[config.mk]
export PLATFORM = sky130hd
export DESIGN_NAME = caxi4interconnect_open_trans_tracker
export DESIGN_NICKNAME = d
export VERILOG_FILES = /design/src/rtl/caxi4interconnect_open_trans_tracker.sv
export SDC_FILE = /design/constraint.sdc
export NUM_CORES = 1
export LEC_CHECK = 0
export CAP_MARGIN = 5
export CORE_MARGIN = 3
export CORE_UTILIZATION = 55
export DETAILED_ROUTE_END_ITERATION = 8
export PLACE_DENSITY = 0.89
export RECOVER_POWER = 25
export SYNTH_ARGS = -nofsm -noshare
export SYNTH_HDL_FRONTEND = slang
export SYNTH_SLANG_ARGS = --single-unit
[constraint.sdc]
create_clock -name sysClk -period 4.6 [get_ports sysClk]
set_input_delay 0.92 -clock sysClk [delete_from_list [all_inputs] [get_ports sysClk]]
set_output_delay 0.92 -clock sysClk [all_outputs]
set_load 0.02 [all_outputs]
[src/rtl/caxi4interconnect_open_trans_tracker.sv]
// Per-master outstanding-transaction tracker: one slot per active AXI ID thread.
// Optional sticky protocol-error flag is built only when TRACKER_ERR_CHECK_EN is defined.
module caxi4interconnect_open_trans_tracker #(
    parameter int NUM_THREADS       = 2,
    parameter int NUM_THREADS_WIDTH = 1,
    parameter int MASTERID_WIDTH    = 4,
    parameter int NUM_SLAVES_WIDTH  = 2,
    parameter int OPEN_TRANS_MAX    = 3,
    parameter int OPEN_TRANS_WIDTH  = 2
) (
    input  logic                        sysClk,
    input  logic                        sysReset,
    input  logic [MASTERID_WIDTH-1:0]   currTransID,
    output logic                        threadAvail,
    output logic                        threadValid,
    output logic [OPEN_TRANS_WIDTH-1:0] threadCount,
    output logic [NUM_SLAVES_WIDTH-1:0] threadSlaveID,
    input  logic                        openTransInc,
    input  logic [MASTERID_WIDTH-1:0]   incTransID,
    input  logic [NUM_SLAVES_WIDTH-1:0] incSlaveID,
    input  logic                        openTransDec,
    input  logic [MASTERID_WIDTH-1:0]   decTransID,
    output logic                        trackErr
);

    localparam logic [OPEN_TRANS_WIDTH-1:0] MAX_CNT = OPEN_TRANS_WIDTH'(OPEN_TRANS_MAX);
    localparam logic [OPEN_TRANS_WIDTH-1:0] ONE_CNT = OPEN_TRANS_WIDTH'(1);

    logic [NUM_THREADS-1:0]      r_open;
    logic [MASTERID_WIDTH-1:0]   r_id    [NUM_THREADS];
    logic [NUM_SLAVES_WIDTH-1:0] r_slave [NUM_THREADS];
    logic [OPEN_TRANS_WIDTH-1:0] r_count [NUM_THREADS];

    logic                         w_lookHit;
    logic [NUM_THREADS_WIDTH-1:0] w_lookIdx;
    logic                         w_incHit;
    logic [NUM_THREADS_WIDTH-1:0] w_incIdx;
    logic                         w_decHit;
    logic [NUM_THREADS_WIDTH-1:0] w_decIdx;
    logic                         w_freeAny;
    logic [NUM_THREADS_WIDTH-1:0] w_freeIdx;
    logic                         w_incOp;
    logic                         w_decOp;
    logic                         w_sameSlot;
    logic                         w_alloc;

    // Descending scans so the lowest matching/free index is the one left standing.
    always_comb begin
        w_lookHit = 1'b0;
        w_lookIdx = '0;
        w_incHit  = 1'b0;
        w_incIdx  = '0;
        w_decHit  = 1'b0;
        w_decIdx  = '0;
        w_freeAny = 1'b0;
        w_freeIdx = '0;
        for (int i = NUM_THREADS - 1; i >= 0; i--) begin
            if (r_open[i] && (r_id[i] == currTransID)) begin
                w_lookHit = 1'b1;
                w_lookIdx = NUM_THREADS_WIDTH'(i);
            end
            if (r_open[i] && (r_id[i] == incTransID)) begin
                w_incHit = 1'b1;
                w_incIdx = NUM_THREADS_WIDTH'(i);
            end
            if (r_open[i] && (r_id[i] == decTransID)) begin
                w_decHit = 1'b1;
                w_decIdx = NUM_THREADS_WIDTH'(i);
            end
            if (!r_open[i]) begin
                w_freeAny = 1'b1;
                w_freeIdx = NUM_THREADS_WIDTH'(i);
            end
        end
    end

    assign w_incOp    = openTransInc && w_incHit;
    assign w_decOp    = openTransDec && w_decHit;
    assign w_sameSlot = w_incOp && w_decOp && (w_incIdx == w_decIdx);
    assign w_alloc    = openTransInc && !w_incHit && w_freeAny;

    assign threadAvail   = |(~r_open);
    assign threadValid   = w_lookHit;
    assign threadCount   = w_lookHit ? r_count[w_lookIdx] : '0;
    assign threadSlaveID = w_lookHit ? r_slave[w_lookIdx] : '0;

    // Allocation only ever targets a slot that was FREE before the edge, never one being freed now.
    always_ff @(posedge sysClk or negedge sysReset) begin
        if (!sysReset) begin
            r_open <= '0;
            for (int i = 0; i < NUM_THREADS; i++) begin
                r_id[i]    <= '0;
                r_slave[i] <= '0;
                r_count[i] <= '0;
            end
        end else begin
            for (int i = 0; i < NUM_THREADS; i++) begin
                if (w_sameSlot && (w_incIdx == NUM_THREADS_WIDTH'(i))) begin
                    r_count[i] <= r_count[i];
                end else if (w_incOp && (w_incIdx == NUM_THREADS_WIDTH'(i))) begin
                    if (r_count[i] != MAX_CNT) begin
                        r_count[i] <= r_count[i] + ONE_CNT;
                    end
                end else if (w_decOp && (w_decIdx == NUM_THREADS_WIDTH'(i))) begin
                    if (r_count[i] == ONE_CNT) begin
                        r_open[i]  <= 1'b0;
                        r_id[i]    <= '0;
                        r_slave[i] <= '0;
                        r_count[i] <= '0;
                    end else begin
                        r_count[i] <= r_count[i] - ONE_CNT;
                    end
                end else if (w_alloc && (w_freeIdx == NUM_THREADS_WIDTH'(i))) begin
                    r_open[i]  <= 1'b1;
                    r_id[i]    <= incTransID;
                    r_slave[i] <= incSlaveID;
                    r_count[i] <= ONE_CNT;
                end
            end
        end
    end

`ifdef TRACKER_ERR_CHECK_EN
    logic w_errNow;
    logic r_trackErr;

    // Dropped inc, unmatched dec, or saturating inc (a same-slot inc/dec pair is exempt).
    assign w_errNow = (openTransInc && !w_incHit && !w_freeAny)
                   || (openTransDec && !w_decHit)
                   || (w_incOp && !w_sameSlot && (r_count[w_incIdx] == MAX_CNT));

    always_ff @(posedge sysClk or negedge sysReset) begin
        if (!sysReset) begin
            r_trackErr <= 1'b0;
        end else if (w_errNow) begin
            r_trackErr <= 1'b1;
        end
    end

    assign trackErr = r_trackErr;
`else
    assign trackErr = 1'b0;
`endif

endmodule

==> results.json, run 1 <==
{
  "cts_resized": 0,
  "path_class": "in -> out",
  "outcome": "completed",
  "drive_gt1_share_pct": 5.660,
  "syn_nets": 157,
  "clk_path_buf_depth": 2,
  "via_per_inst": 6.005,
  "ios": 25,
  "stdcell_count": 186,
  "setup_tns_ns": 0,
  "yosysWarningCount": 0,
  "drt-total-wl_um": 3051,
  "worst_hold_slack_ns": 0.5408,
  "worstSetupEndpointType": "output pin",
  "maxSlewViolCount": 0,
  "worst_pin_slew_ns": 0.9019,
  "p_leak_nw": 0.6331,
  "maxSlewHeadroom_pct": 39.37,
  "cp.required_ns": 3.68,
  "root_buffer": "clkbuf_4",
  "dp_cells": 182,
  "grt_overflow": 0,
  "hold_viol": 0,
  "critPathLaunchType": "input pin",
  "rsz0062_at_grt": "no",
  "setup_slack_ns": 0.5426,
  "fin_crit_ns": 4.057,
  "grt_max_degree": 19,
  "cts_tree": "yes",
  "syn_avg_cell_area_um2": 9.305,
  "antennaDiodeCount": 0,
  "post_cts_buffers": 0,
  "first_pass_iters": 4,
  "clock_skew_ns": 0.005947,
  "cp_max_fo": 6,
  "core_mm2": 0.002062,
  "grt_pass1_wl_um": 5016,
  "num_vias": 1117,
  "fp.dieW_um": 53.79,
  "grt_pass1_vias": 1061,
  "dp.final_hpwl_um": 2399,
  "dp_slack_ns": 0.6042,
  "hold_buffers": 0,
  "clock_latency_ns": 0.29,
  "final.fill_count": 162,
  "htree_num_levels": 1,
  "final_nets": 182,
  "crit_arrival_ns": 3.14,
  "synth_area_mm2": 0.001256,
  "multiInputGateArea_um2": 772.0,
  "synth_seq_cells": 18,
  "dieHeight_um": 53.79,
  "drc": 0,
  "drt-wirelength-per-cell_um": 16.40,
  "finalCritPeriodShare_pct": 88.20,
  "place_congestion": 0.8893,
  "grt_usage_pct": 24.10,
  "die-area_mm2": 0.002893,
  "place_area_mm2": 0.001505,
  "synth.distinct_cells": 34,
  "synthCells": 135,
  "cts_buffers": 3,
  "path_clk_slew_ns": 0.10,
  "ant_nets": 0,
  "cts_sinks": 18,
  "seq_area_um2": 450.4,
  "final_area_mm2": 0.001541,
  "hold_class": "reg -> reg",
  "rows": 16,
  "area_delta_synth_final_pct": 22.71,
  "ir_drop_mv": 0.3572,
  "start_util_pct": 60.92,
  "ys_seq_area_share_pct": 35.86,
  "io_buffers": 23,
  "fmaxAchievable_mhz": 246.5,
  "setup_viol": 0,
  "drt_iter0_markers": 31,
  "maxCapViolations": 0,
  "grt_antenna_before_repair": 0,
  "p_per_area_mw_per_mm2": 542.5
}
[worst paths after layout]
| kind | start | endpoint | slack (ns) | depth (start not counted) |
|---|---|---|---|---|
| max reg2reg | r_id[7]$_DFFE_PN0P_ | r_slave[1]$_DFFE_PN0P_ | 2.33 | 6 |
| min | r_slave[0]$_DFFE_PN0P_ | r_slave[0]$_DFFE_PN0P_ | 0.54 | 1 |
| min in group asynchronous | sysReset | r_id[5]$_DFFE_PN0P_ | 1.16 | 1 |
| min reg2reg | r_slave[0]$_DFFE_PN0P_ | r_slave[0]$_DFFE_PN0P_ | 0.54 | 1 |
| max | currTransID[1] | threadSlaveID[0] | 0.54 | 7 |
| max in group asynchronous | sysReset | r_count[2]$_DFFE_PN0P_ | 2.93 | 1 |
[sequential cells by signal, indices dropped and copies added (netlist names)]
name / flops
r_slave: 4
r_open: 2
r_id: 8
r_count: 4
[layout by cell type (no fill, tap or decap), types with 2 or more instances in the layout]
cell             instances
ha_1                     4
nor2_1                   2
o21a_1                   2
inv_1                    5
clkbuf_4                 3
nand2_1                 16
xnor2_1                 12
a22o_1                  10
dfrtp_1                 18
nor4_2                   2
or3_1                    2
o21ai_0                 10
clkdlybuf4s50_1         22
a31oi_1                  3
nand2b_1                 5
nor3_1                   3
and3_1                   2
xor2_1                  11
nand3_1                  9
o21ai_1                  2
[critical path: stages]
cell             delay [ns]
clkdlybuf4s50_1        0.52
xnor2_1                0.14
nand3_1                0.12
nor3_1                 0.47
nor2_1                 0.19
a22o_1                 0.23
clkdlybuf4s50_1        0.54
[metal layers]
layer / up-vias / wire length (µm) / GRT usage, %
met5: - / 0 / 0
met4: 0 / 13 / 4.681
met3: 2 / 202 / 3.324
met2: 42 / 1471 / 38.91
met1: 540 / 1363 / 34.32
li1: 533 / - / -
[cells in the mapped netlist, drive strengths merged]
library cell   n  area (µm²)
dfrtp         18       450.4
nand2b         5       31.28
and3           2       12.51
and4           1       8.760
nor3           3       15.01
xnor2         12       105.1
or3            2       12.51
a21oi          1       5.000
nor4           3       31.28
mux2           1       11.26
inv            5       18.77
a311oi         1       8.760
nor2           2       7.510
o211ai         1       7.510
a31oi          3       18.77
or2            1       6.260
a22o          10       87.58
o21a           2       15.01
ha             4       50.05
o311ai         1       8.760
conb           1       3.750
clkbuf         2       7.510
a21boi         1       7.510
a311o          1       10.01
or3b           1       8.760
nand2         16       60.06
nand3         10       55.05
xor2          11       96.34
o21ai         12       60.06
buf            1       7.510
a2111oi        1       27.53
[stage by stage]
step                utilization, %  total power (W)
floorplan                        -        0.0006018
global placement             73.00        0.0007142
detailed placement           73.00        0.0007341
CTS                          74.76        0.0008341
global route                 74.76        0.0009010
finish                       74.76        0.0008362
[where the power goes]
part	switching (W)	internal (W)	total [W]
Clock	0.0000504	0.0000482	0.0000986
Combinational	0.000200	0.000203	0.000403
Sequential	0.000106	0.000229	0.000335
[cell type report]
| cell class | instances | area share (%) |
|---|---|---|
| Clock buffer | 4 | 2.354 |
| Timing Repair Buffer | 23 | 14.94 |
| Inverter | 5 | 1.218 |
| Sequential cell | 18 | 29.22 |
| Multi-Input combinational cell | 109 | 50.08 |
| Tap cell | 27 | 2.192 |
[kinds of logic after synthesis]
kind of cell	after synthesis	synth area share [%]
xor gates and xnor gates	23	16.04
AOI/OAI and AO/OA	34	20.42
DFF	18	35.86
muxes	1	0.8964
adders and majority gates	4	3.984
and+or+nand+nor	46	19.82
buffers and inverters	8	2.690
other	1	0.2985
(Power assumes the default switching activity.)
==> run 2, diff against run 1 <==
--- a/config.mk
+++ b/config.mk
@@ -7,9 +7,9 @@
 export LEC_CHECK = 0
 export CAP_MARGIN = 5
 export CORE_MARGIN = 3
-export CORE_UTILIZATION = 55
+export CORE_UTILIZATION = 40
 export DETAILED_ROUTE_END_ITERATION = 8
-export PLACE_DENSITY = 0.89
+export PLACE_DENSITY = 0.7
 export RECOVER_POWER = 25
 export SYNTH_ARGS = -nofsm -noshare
 export SYNTH_HDL_FRONTEND = slang
==> constraint.sdc (replaced) <==
create_clock -name sysClk -period 4.6 [get_ports sysClk]
set_input_delay 0.92 -clock sysClk [delete_from_list [all_inputs] [get_ports sysClk]]
set_output_delay 0.92 -clock sysClk [all_outputs]
set_load 0.01 [all_outputs]
==> run 2 against run 1 <==
Against the previous run: first-iteration DRC count rose by 84%; fmax grew 0.19%; utilization decreased by 21 points; combinational power is 4% lower; sequential power about the same; via count decreased by 1.3%; critical endpoint unchanged.
==> results.json, run 2 (synthesized netlist as in run 1, its figures left out) <==
{
  "grt_max_degree": 19,
  "ant_nets": 0,
  "first_pass_iters": 4,
  "startpoint": "currTransID[1]",
  "reg_top3": "r_id: 8 flops, r_count: 4 flops, r_slave: 4 flops",
  "layout_commonest_cell": "clkdlybuf4s50_1",
  "multiInputGateArea_um2": 772.0,
  "cts_tree": "yes",
  "area_delta_synth_final_pct": 24.20,
  "regMostFlops": "r_id",
  "cts_buffers": 3,
  "place_congestion": 0.8225,
  "drt_iter0_markers": 57,
  "antennaDiodeCount": 0,
  "worst_pin_slew_ns": 0.9394,
  "dieHeight_um": 62.04,
  "setup_viol": 0,
  "htree_num_levels": 1,
  "final_nets": 182,
  "setup_tns_ns": 0,
  "grt_usage_pct": 18.39,
  "fp.dieW_um": 62.04,
  "outcome": "completed",
  "total_power_w": 0.0008200,
  "post_cts_buffers": 0,
  "grt_overflow": 0,
  "ir_drop_mv": 0.2562,
  "finalCritPeriodShare_pct": 88.04,
  "cts_sinks": 18,
  "fin_crit_ns": 4.050,
  "critPathLaunchType": "input pin",
  "final_core_util_pct": 54.24,
  "final_cell_mix": "22 x clkdlybuf4s50_1, 18 x dfrtp_1, 16 x nand2_1, 12 x xnor2_1, 11 x xor2_1",
  "clock_latency_ns": 0.30,
  "drt-total-wl_um": 3094,
  "rows": 19,
  "start_util_pct": 43.67,
  "cp.required_ns": 3.68,
  "fmaxAchievable_mhz": 246.9,
  "maxSlewHeadroom_pct": 36.85,
  "cp_max_fo": 6,
  "grt_pass1_wl_um": 5195,
  "cts_resized": 0,
  "drt-wirelength-per-cell_um": 15.39,
  "die-area_mm2": 0.003849,
  "root_buffer": "clkbuf_4",
  "ios": 25,
  "grt_antenna_before_repair": 0,
  "dp_slack_ns": 0.6024,
  "final.fill_count": 273,
  "path_class": "in -> out",
  "seq_area_um2": 450.4,
  "p_leak_nw": 0.6331,
  "via_per_inst": 5.488,
  "hold_class": "reg -> reg",
  "maxCapViolations": 0,
  "path_clk_slew_ns": 0.10,
  "hold_buffers": 0,
  "hp-start": "r_slave[1]$_DFFE_PN0P_",
  "maxSlewViolCount": 0,
  "clock_skew_ns": 0.008353,
  "drc": 0,
  "io_buffers": 23,
  "dp.final_hpwl_um": 2420,
  "crit_arrival_ns": 3.13,
  "grt_pass1_vias": 1118,
  "num_vias": 1103,
  "hold_viol": 0,
  "r2r_start": "r_id[4]$_DFFE_PN0P_",
  "drive_gt1_share_pct": 5.660,
  "p_per_area_mw_per_mm2": 525.5,
  "core_mm2": 0.002877,
  "clk_path_buf_depth": 2,
  "worstSetupEndpointType": "output pin",
  "largest_reg_flops": 8,
  "setup_slack_ns": 0.5502,
  "rsz0062_at_grt": "no"
}
-- run 2: report_power, final --
| group | total (W) | switching (W) | internal [W] |
|---|---|---|---|
| Clock | 0.0000996 | 0.0000513 | 0.0000483 |
| Combinational | 0.000385 | 0.000183 | 0.000202 |
| Sequential | 0.000336 | 0.000107 | 0.000229 |
| Total | 0.000820 | 0.000341 | 0.000479 |
-- run 2: layer usage --
| layer | vias up | share of wire, % | track usage [%] |
|---|---|---|---|
| li1 | 531 | - | - |
| met1 | 534 | 45 | 24.49 |
| met2 | 34 | 49 | 30.33 |
| met3 | 4 | 5.5 | 2.066 |
| met4 | 0 | 0.90 | 7.273 |
| met5 | - | 0 | 0 |
-- run 2: final timing paths --
check                      depth (start not counted)  slack [ns]                endpoint
min                                                1        0.51  r_slave[1]$_DFFE_PN0P_
min reg2reg                                        1        0.51  r_slave[1]$_DFFE_PN0P_
max in group asynchronous                          1        2.92   r_open[1]$_DFFE_PN0P_
max reg2reg                                        6        2.34  r_count[3]$_DFFE_PN0P_
max                                                7        0.55        threadSlaveID[0]
min in group asynchronous                          1        1.16     r_id[7]$_DFFE_PN0P_
-- run 2: cell type report --
type	count	share of cell area [%]
tap	42	3.368
inverter	5	1.203
sequential	18	28.87
timing repair buffer	23	14.76
clock buffer	4	2.326
multi-input combinational	109	49.48
-- run 2: through the flow --
step | cells | instance area [µm²] | hold slack (ns)
after floorplan | 135 | 1256 | 0.4669
after global placement | 197 | 1524 | 0.4921
after detailed placement | 197 | 1524 | 0.4878
after CTS | 201 | 1560 | 0.5143
after global routing | 201 | 1560 | 0.5661
final | 201 | 1560 | 0.5129
-- run 2: worst max-delay path, cell delays in order --
cell,delay [ns]
clkdlybuf4s50_1,0.52
xnor2_1,0.13
nand3_1,0.10
nor3_1,0.52
nor2_1,0.22
a22o_1,0.24
clkdlybuf4s50_1,0.48
